$ cat src/rtl/uart_tx_mmio_if.sv
// Data-path memory bus as seen by the MMIO UART.
// master: data path drives we/address/data; slave: UART returns read data and hit.
interface uart_tx_mmio_if #(
  parameter int WIDTH = 32
);
  logic             we_i;
  logic [WIDTH-1:0] address_i;
  logic [WIDTH-1:0] write_data_i;
  logic [WIDTH-1:0] read_data_o;
  logic             hit_o;

  modport master (
    output we_i,
    output address_i,
    output write_data_i,
    input  read_data_o,
    input  hit_o
  );

  modport slave (
    input  we_i,
    input  address_i,
    input  write_data_i,
    output read_data_o,
    output hit_o
  );
endinterface

$ cat src/rtl/uart_tx_mmio.sv
// Memory-mapped 8N1 UART transmitter with a small byte FIFO.
// Ports: clk, reset (async active-low), bus (slave), tx_o, busy_o, fifo_full_o.
module uart_tx_mmio #(
  parameter int               WIDTH       = 32,
  parameter int               BAUD_DIV    = 434,
  parameter int               FIFO_DEPTH  = 4,
  parameter logic [WIDTH-1:0] TX_ADDR     = 32'h1001_0024,
  parameter logic [WIDTH-1:0] STATUS_ADDR = 32'h1001_0028
) (
  input  logic           clk,
  input  logic           reset,
  uart_tx_mmio_if.slave  bus,
  output logic           tx_o,
  output logic           busy_o,
  output logic           fifo_full_o
);

  localparam int BW = $clog2(BAUD_DIV);
  localparam int PW = $clog2(FIFO_DEPTH);
  localparam int CW = PW + 1;
  localparam logic [BW-1:0] BAUD_LAST = BW'(BAUD_DIV - 1);
  localparam logic [CW-1:0] DEPTH_C = CW'(FIFO_DEPTH);

  typedef enum logic [1:0] {
    IDLE,
    START,
    DATA,
    STOP
  } state_t;

  state_t          state;
  logic [BW-1:0]   baud;
  logic [2:0]      bit_idx;
  logic [7:0]      shift;
  logic [7:0]      mem [FIFO_DEPTH];
  logic [PW-1:0]   wr_ptr;
  logic [PW-1:0]   rd_ptr;
  logic [CW-1:0]   count;
  logic            overflow;

  logic tx_sel;
  logic st_sel;
  logic push_req;
  logic pop;
  logic accept;
  logic clr;
  logic bit_end;
  logic unused_hi;

  assign tx_sel   = (bus.address_i == TX_ADDR);
  assign st_sel   = (bus.address_i == STATUS_ADDR);
  assign push_req = bus.we_i & tx_sel;
  assign pop      = (state == IDLE) & (count != '0);
  // A full FIFO still takes a byte when the head leaves this cycle.
  assign accept   = push_req & (~fifo_full_o | pop);
  assign clr      = bus.we_i & st_sel & bus.write_data_i[2];
  assign bit_end  = (baud == BAUD_LAST);

  assign busy_o      = (state != IDLE) | (count != '0);
  assign fifo_full_o = (count == DEPTH_C);
  assign bus.hit_o   = tx_sel | st_sel;
  assign unused_hi   = ^bus.write_data_i[WIDTH-1:8];

  always_comb begin
    bus.read_data_o = '0;
    unique case (1'b1)
      st_sel: bus.read_data_o =
        WIDTH'({overflow, fifo_full_o, busy_o});
      tx_sel: bus.read_data_o = WIDTH'(count);
      default: ;
    endcase
  end

  always_ff @(posedge clk) begin
    if (accept) mem[wr_ptr] <= bus.write_data_i[7:0];
  end

  always_ff @(posedge clk or negedge reset) begin
    if (!reset) begin
      wr_ptr   <= '0;
      rd_ptr   <= '0;
      count    <= '0;
      overflow <= 1'b0;
    end else begin
      if (accept) wr_ptr <= wr_ptr + 1'b1;
      if (pop) rd_ptr <= rd_ptr + 1'b1;
      unique case ({accept, pop})
        2'b10:   count <= count + 1'b1;
        2'b01:   count <= count - 1'b1;
        default: ;
      endcase
      // Set has priority over a coincident clear.
      if (push_req & ~accept) overflow <= 1'b1;
      else if (clr) overflow <= 1'b0;
    end
  end

  // tx_o reflects the state one clock late, so START goes
  // low on the edge after the pop.
  always_ff @(posedge clk or negedge reset) begin
    if (!reset) begin
      state   <= IDLE;
      tx_o    <= 1'b1;
      baud    <= '0;
      bit_idx <= '0;
      shift   <= '0;
    end else begin
      unique case (state)
        IDLE: begin
          tx_o <= 1'b1;
          if (pop) begin
            shift <= mem[rd_ptr];
            baud  <= '0;
            state <= START;
          end
        end
        START: begin
          tx_o <= 1'b0;
          if (bit_end) begin
            baud    <= '0;
            bit_idx <= '0;
            state   <= DATA;
          end else begin
            baud <= baud + 1'b1;
          end
        end
        DATA: begin
          tx_o <= shift[0];
          if (bit_end) begin
            baud    <= '0;
            shift   <= shift >> 1;
            bit_idx <= bit_idx + 1'b1;
            if (bit_idx == 3'd7) state <= STOP;
          end else begin
            baud <= baud + 1'b1;
          end
        end
        STOP: begin
          tx_o <= 1'b1;
          if (bit_end) begin
            baud  <= '0;
            state <= IDLE;
          end else begin
            baud <= baud + 1'b1;
          end
        end
        default: state <= IDLE;
      endcase
    end
  end

endmodule

$ cat src/flat_wrapper.sv
// flat-port wrapper written by rule: the top's interface ports become plain ports
module uart_tx_mmio_flat 
#(
  parameter int               WIDTH       = 32,
  parameter int               BAUD_DIV    = 434,
  parameter int               FIFO_DEPTH  = 4,
  parameter logic [WIDTH-1:0] TX_ADDR     = 32'h1001_0024,
  parameter logic [WIDTH-1:0] STATUS_ADDR = 32'h1001_0028
)
  (clk, reset, tx_o, busy_o, fifo_full_o, bus_we_i, bus_address_i, bus_write_data_i, bus_read_data_o, bus_hit_o);
  uart_tx_mmio_if #(.WIDTH(WIDTH)) bus_i ();
  input  logic clk;
  input  logic reset;
  output logic tx_o;
  output logic busy_o;
  output logic fifo_full_o;
  input wire logic [$bits(bus_i.we_i)-1:0] bus_we_i;
  input wire logic [$bits(bus_i.address_i)-1:0] bus_address_i;
  input wire logic [$bits(bus_i.write_data_i)-1:0] bus_write_data_i;
  output wire logic [$bits(bus_i.read_data_o)-1:0] bus_read_data_o;
  output wire logic [$bits(bus_i.hit_o)-1:0] bus_hit_o;
  assign bus_i.we_i = bus_we_i;
  assign bus_i.address_i = bus_address_i;
  assign bus_i.write_data_i = bus_write_data_i;
  assign bus_read_data_o = bus_i.read_data_o;
  assign bus_hit_o = bus_i.hit_o;
  uart_tx_mmio #(.WIDTH(WIDTH), .BAUD_DIV(BAUD_DIV), .FIFO_DEPTH(FIFO_DEPTH), .TX_ADDR(TX_ADDR), .STATUS_ADDR(STATUS_ADDR)) u_core (.clk(clk), .reset(reset), .bus(bus_i), .tx_o(tx_o), .busy_o(busy_o), .fifo_full_o(fifo_full_o));
endmodule
$ cat config.mk
export PLATFORM = sky130hd
export DESIGN_NAME = uart_tx_mmio_flat
export DESIGN_NICKNAME = d
export VERILOG_FILES = /design/src/rtl/uart_tx_mmio_if.sv /design/src/rtl/uart_tx_mmio.sv /design/src/flat_wrapper.sv
export SDC_FILE = /design/constraint.sdc
export NUM_CORES = 1
export LEC_CHECK = 0
export CAP_MARGIN = 15
export CORE_AREA = 2 2 91 93
export DETAILED_ROUTE_END_ITERATION = 8
export DIE_AREA = 0 0 93 95
export GPL_ROUTABILITY_DRIVEN = 1
export PLACE_DENSITY = 0.77
export SYNTH_ARGS = -nofsm -noshare
export SYNTH_HDL_FRONTEND = slang
export SYNTH_SLANG_ARGS = --single-unit
export TNS_END_PERCENT = 50
$ cat constraint.sdc
create_clock -name clk -period 3.15 [get_ports clk]
set_input_delay 0.63 -clock clk [delete_from_list [all_inputs] [get_ports clk]]
set_output_delay 0.63 -clock clk [all_outputs]
set_load 0.02 [all_outputs]
Word-level counts from Yosys, hierarchy flattened:

Memories as Yosys holds them, arrays and structs flattened.
Cells that the tools add are included.
Widths: inputs -> output; s select.

* register bits after elaboration: 31
* input port bits: 67
* memories: 1
* word-level logic and storage cells: 76
* output and inout port bits: 36
* memory bits (writable): 32

* multiplexer cells: 22
* reduce and logical (&&, ||, !) cells: 12
* eq/ne operators: 15
* bitwise logic cells: 11
* add/sub/neg operators: 6

Memories
* u_core.mem: words 4, width 8, read ports 1, clocked after Yosys merged registers in 0, wr ports 1, line uart_tx_mmio.sv:35 `logic [7:0] mem [FIFO_DEPTH];`

Operators by type and width (count)
* $eq 32x29->1 const B: 2
* $mux 9: 2
* $pmux 3 s2: 3
* $pmux 9 s2: 1
* $mux 8: 2
* $pmux 8 s2: 1
* $mux 2: 5
* $ne 2x1->1 const B: 5
* $reduce_bool 2->1: 5
* $add 9x1->9 const B: 1
* $eq 9x9->1 const B: 1
* $pmux 2 s4: 1
* $add 3x1->3 const B: 2
* $and 1x1->1: 6
* $eq 2x2->1 const B: 3
* $eq 3x3->1 const B: 2
* $mux 3: 2
* $reduce_and 3->1: 2
* $reduce_and 5->1: 1
* $add 2x1->2 const B: 2
* $eq 2x1->1 const B: 2
* $mux 1: 4
* $or 1x1->1: 3
* $pmux 1 s3: 1
* 6 further kinds: 7

Logic depth before layout (Yosys ltp):

* depth after elaboration: 7
* gate-level depth with buffers: 11
* mapped depth without buffers: 11

Worst setup path before layout:

OpenSTA, ideal clock, no wires.

* path kind: input to register
* from: in bus_address_i[14]
* to: reg u_core.count[2]
* stages on the path: 10
* data required time: 3024 ps
* buffers on the path: 0
* path slack: 652 ps
* arrival: 2372 ps
* library setup time: 126 ps
* cell sequence: nor4b_1 nand2_1 nor4_4 inv_1 ha_1 inv_1 fa_1 xor2_1 nor2_1 xor2_1

* word-level cells in the longest chain between the ends: 5
* elaborated cells on any way between the ends: 7
* those cells by class: eq/ne: 3; mux: 1; bitwise: 2; reduce/logical: 1

Ends and longest elaborated chain
* start, declared: line flat_wrapper.sv:18 `input wire logic [$bits(bus_i.address_i)-1:0] bus_address_i;`
* $eq 32x29->1 (*): line uart_tx_mmio.sv:50 `assign tx_sel = (bus.address_i == TX_ADDR);`
* $and 1x1->1 (*): line uart_tx_mmio.sv:52 `assign push_req = bus.we_i & tx_sel;`
* $and 1x1->1 (*): line uart_tx_mmio.sv:55 `assign accept = push_req & (~fifo_full_o | pop);`
* $eq 2x1->1 or $eq 2x2->1 (tied branches): line uart_tx_mmio.sv:87 `unique case ({accept, pop})`
* $pmux 3 s2 or $reduce_bool 2->1 (tied branches)
* end signal, assigned: line uart_tx_mmio.sv:88 `2'b10: count <= count + 1'b1;`
* end signal, assigned: line uart_tx_mmio.sv:89 `2'b01: count <= count - 1'b1;`
* end, declared: line uart_tx_mmio.sv:38 `logic [CW-1:0] count;`

Mark *: on every way between the ends. The rest lies on a longest branch, timed or not.
A chain may end at the register's enable or synchronous reset.

Worst setup path in the final report:

* from: in bus_address_i[26]
* to: out bus_read_data_o[1]

* word-level cells in the longest chain between the ends: 2
* elaborated cells on any way between the ends: 3
* those cells by class: eq/ne: 2; mux: 1

Ends and longest elaborated chain
* $eq 32x29->1, on equally long branches: line uart_tx_mmio.sv:50, uart_tx_mmio.sv:51
* $pmux 3 s2 (*): line uart_tx_mmio.sv:66 `unique case (1'b1)`
* end, declared: line flat_wrapper.sv:20 `output wire logic [$bits(bus_i.read_data_o)-1:0] bus_read_data_o;`

Marked as above.

==> impl_metrics.yaml <==
yosys:
  synthArstFlopShare_pct: 49.2
  avgSynthCellArea_um2: 12.6
  synth_edf_count: 32
  synth_cells: 262
  synthTopCellsByArea: "edfxtp_1 29%, dfrtp_1 23%, buf_4 6.6%"
  synth_top_area_share_pct: 29.2
  syn_area_mm2: 0.00329
  synth_cell_types: 45
  yosys_warnings: 0
  seq_area_frac_synth_pct: 52.8
  ys_ff_latch: 63
  synth_common_cells: "32 x edfxtp_1, 32 x nand2_1, 30 x dfrtp_1, 29 x buf_4"
  synth.largest_area_cell: "edfxtp_1"
  synthFlopType: "edfxtp_1"
die:
  dieArea_mm2: 0.00884
  row_count: 33
  die_h_um: 95
  start_util_pct: 41.5
  core_area_mm2: 0.00793
  ios: 103
  die_w_um: 93
drt:
  wl_per_cell_um: 12.7
  vias: 2053
  route.detailed.drc: 0
  drtIter0Drc: 100
  viasPerCell: 4.74
  antenna_left: 0
  drt_first_pass_iters: 4
  wl_um: 5490
cts:
  cts_sinks: 63
  cts_inserted_buffers: 9
  cts-root-buf: "clkbuf_8"
  clk_latency_ns: 0.33
  h-tree-depth: 3
  clock_path_buffers: 2
  tritoncts: "yes"
  clkSlewWorstSetupHoldPaths_ns: 0.07
pwr:
  p_per_area_mw_per_mm2: 423
  power.total_w: 0.00172
  power_leakage_nw: 1.66
  irDropWorstVdd_v: 0.000329
sta:
  maxSlewHeadroom_pct: 60.8
  hold_viol_final: 0
  skew_ns: 0.00489
  setup_viol: 0
  setup-tns-final_ns: 0
  post-route-period-util_pct: 94.9
  max_freq_mhz: 335
  slew_viol_final: 0
  rsz0062_at_grt: "false"
  tightest_slew_ns: 0.588
  period_minus_slack_ns: 2.99
grt:
  busiest_layer: "met2"
  grt_max_degree: 32
  grt_overflow: 0
  grt_usage_pct: 13.7
  antenna_found_initial: 0
  grt_pass1_vias: 2076
  grt_pass1_wl_um: 9400
  globalRouteMet2Util_pct: 23.4
  use_met1_pct: 16.8
  use_met3_pct: 4.31
hold_path:
  hold_class: "reg2reg"
layout:
  antenna_cells: 0
  drive_gt1_share_pct: 18.6
  fin_cells: 433
  nets: 405
  areaGrowthSynthToFinish_pct: 23.4
  fillCellCount: 654
  final_util_pct: 51.2
setup_path:
  start_kind: "primary input"
  cp_data_arrival_time_ns: 2.36
  crit_required_ns: 2.52
  endpoint_kind: "output port"
  cp_max_fo: 5
  crit_type: "in2out"
status:
  status: "complete, no violations"
placement:
  place_congestion: 0.756
  io_buffers: 49
  dp.cells: 417
  dp_hpwl_um: 3990
flow_run:
  cap_violations: 0
==> registers in the layout (all words and copies together) (netlist names) <==
signal           count
u_core.baud          9
u_core.wr_ptr        2
u_core.shift         8
u_core.overflow      1
u_core.count         3
u_core.bit_idx       3
u_core.mem          32
u_core.state         2
u_core.tx_o          1
u_core.rd_ptr        2
==> worst paths after layout <==
path,startpoint,end,depth (start not counted),slack [ns]
max in group asynchronous,reset,u_core.tx_o$_DFF_PN1_,2,2.13
max,bus_address_i[26],bus_read_data_o[1],7,0.16
min,u_core.shift[0]$_DFFE_PN0P_,u_core.shift[0]$_DFFE_PN0P_,1,0.51
max reg2reg,u_core.count[0]$_DFFE_PN0P_,u_core.count[2]$_DFFE_PN0P_,10,0.79
min reg2reg,u_core.shift[0]$_DFFE_PN0P_,u_core.shift[0]$_DFFE_PN0P_,1,0.51
min in group asynchronous,reset,u_core.wr_ptr[0]$_DFFE_PN0P_,2,0.69
==> power breakdown <==
group / total [W] / leakage, nW / switching, W / internal, W
Sequential: 0.000866 / 0.668 / 0.000000000000664 / 0.000866
Combinational: 0.000107 / 0.893 / 0.0000561 / 0.0000509
Clock: 0.000744 / 0.102 / 0.000300 / 0.000443
==> cells in the final DEF (no fill, tap or decap), types with 7 or more instances in the layout <==
master,count
mux4_2,8
conb_1,29
buf_4,8
clkbuf_8,9
nand2_1,32
ha_1,14
clkdlybuf4s50_1,45
nor2_1,13
edfxtp_1,32
mux2_2,8
inv_1,14
dfrtp_1,30
xnor2_1,7
==> per-layer routing <==
metal | part of all wire, % | up-vias
met4 | 1.2 | 0
met2 | 51 | 69
met5 | 0 | -
met1 | 42 | 979
met3 | 5.0 | 10
li1 | - | 995
==> cell type report <==
type | count | area [um^2] | share of cell area [%]
inverter | 14 | 52.6 | 1.29
tap | 105 | 131 | 3.23
clock buffer | 10 | 128 | 3.14
timing repair buffer | 57 | 546 | 13.4
clock inverter | 6 | 83.8 | 2.06
multi-input combinational | 178 | 1380 | 34.0
sequential | 63 | 1740 | 42.8
==> through the flow <==
step           hold WS (ns)  cell area [um^2]  setup WS, ns
2_1_floorplan         0.334              3400         0.652
3_3_place_gp          0.490              3830        -0.134
3_5_place_dp          0.498              3830        -0.147
4_1_cts               0.513              4040         0.147
5_1_grt               0.541              4060        0.0252
6_report              0.509              4060         0.160
==> kinds of logic (layout without fill, tap and decap cells) <==
group / Yosys count / in the layout / synth area share (%)
DFF: 63 / 63 / 52.8
other: 1 / 29 / 0.114
xor gates and xnor gates: 12 / 12 / 3.19
buffers and inverters: 49 / 87 / 9.01
adders and majority gates: 15 / 15 / 5.93
AOI/OAI and AO/OA: 22 / 22 / 4.98
and+or+nand+nor: 80 / 80 / 14.4
muxes: 20 / 20 / 9.58
==> critical path, stage by stage <==
cell             delay [ns]
clkdlybuf4s50_1        0.42
nor4b_2                0.30
nand4_2                0.17
nor3_1                 0.21
buf_4                  0.16
a22o_1                 0.14
dlygate4sd2_1          0.33
==> repair_timing <==
item	4_1_cts	5_1_grt
endpoints found under the setup margin	4	4
gates resized for setup	5	3
hold buffers	0	0
pin swaps	0	0
setup buffers	0	0
No activity file was read; power rests on OpenSTA's default activity.
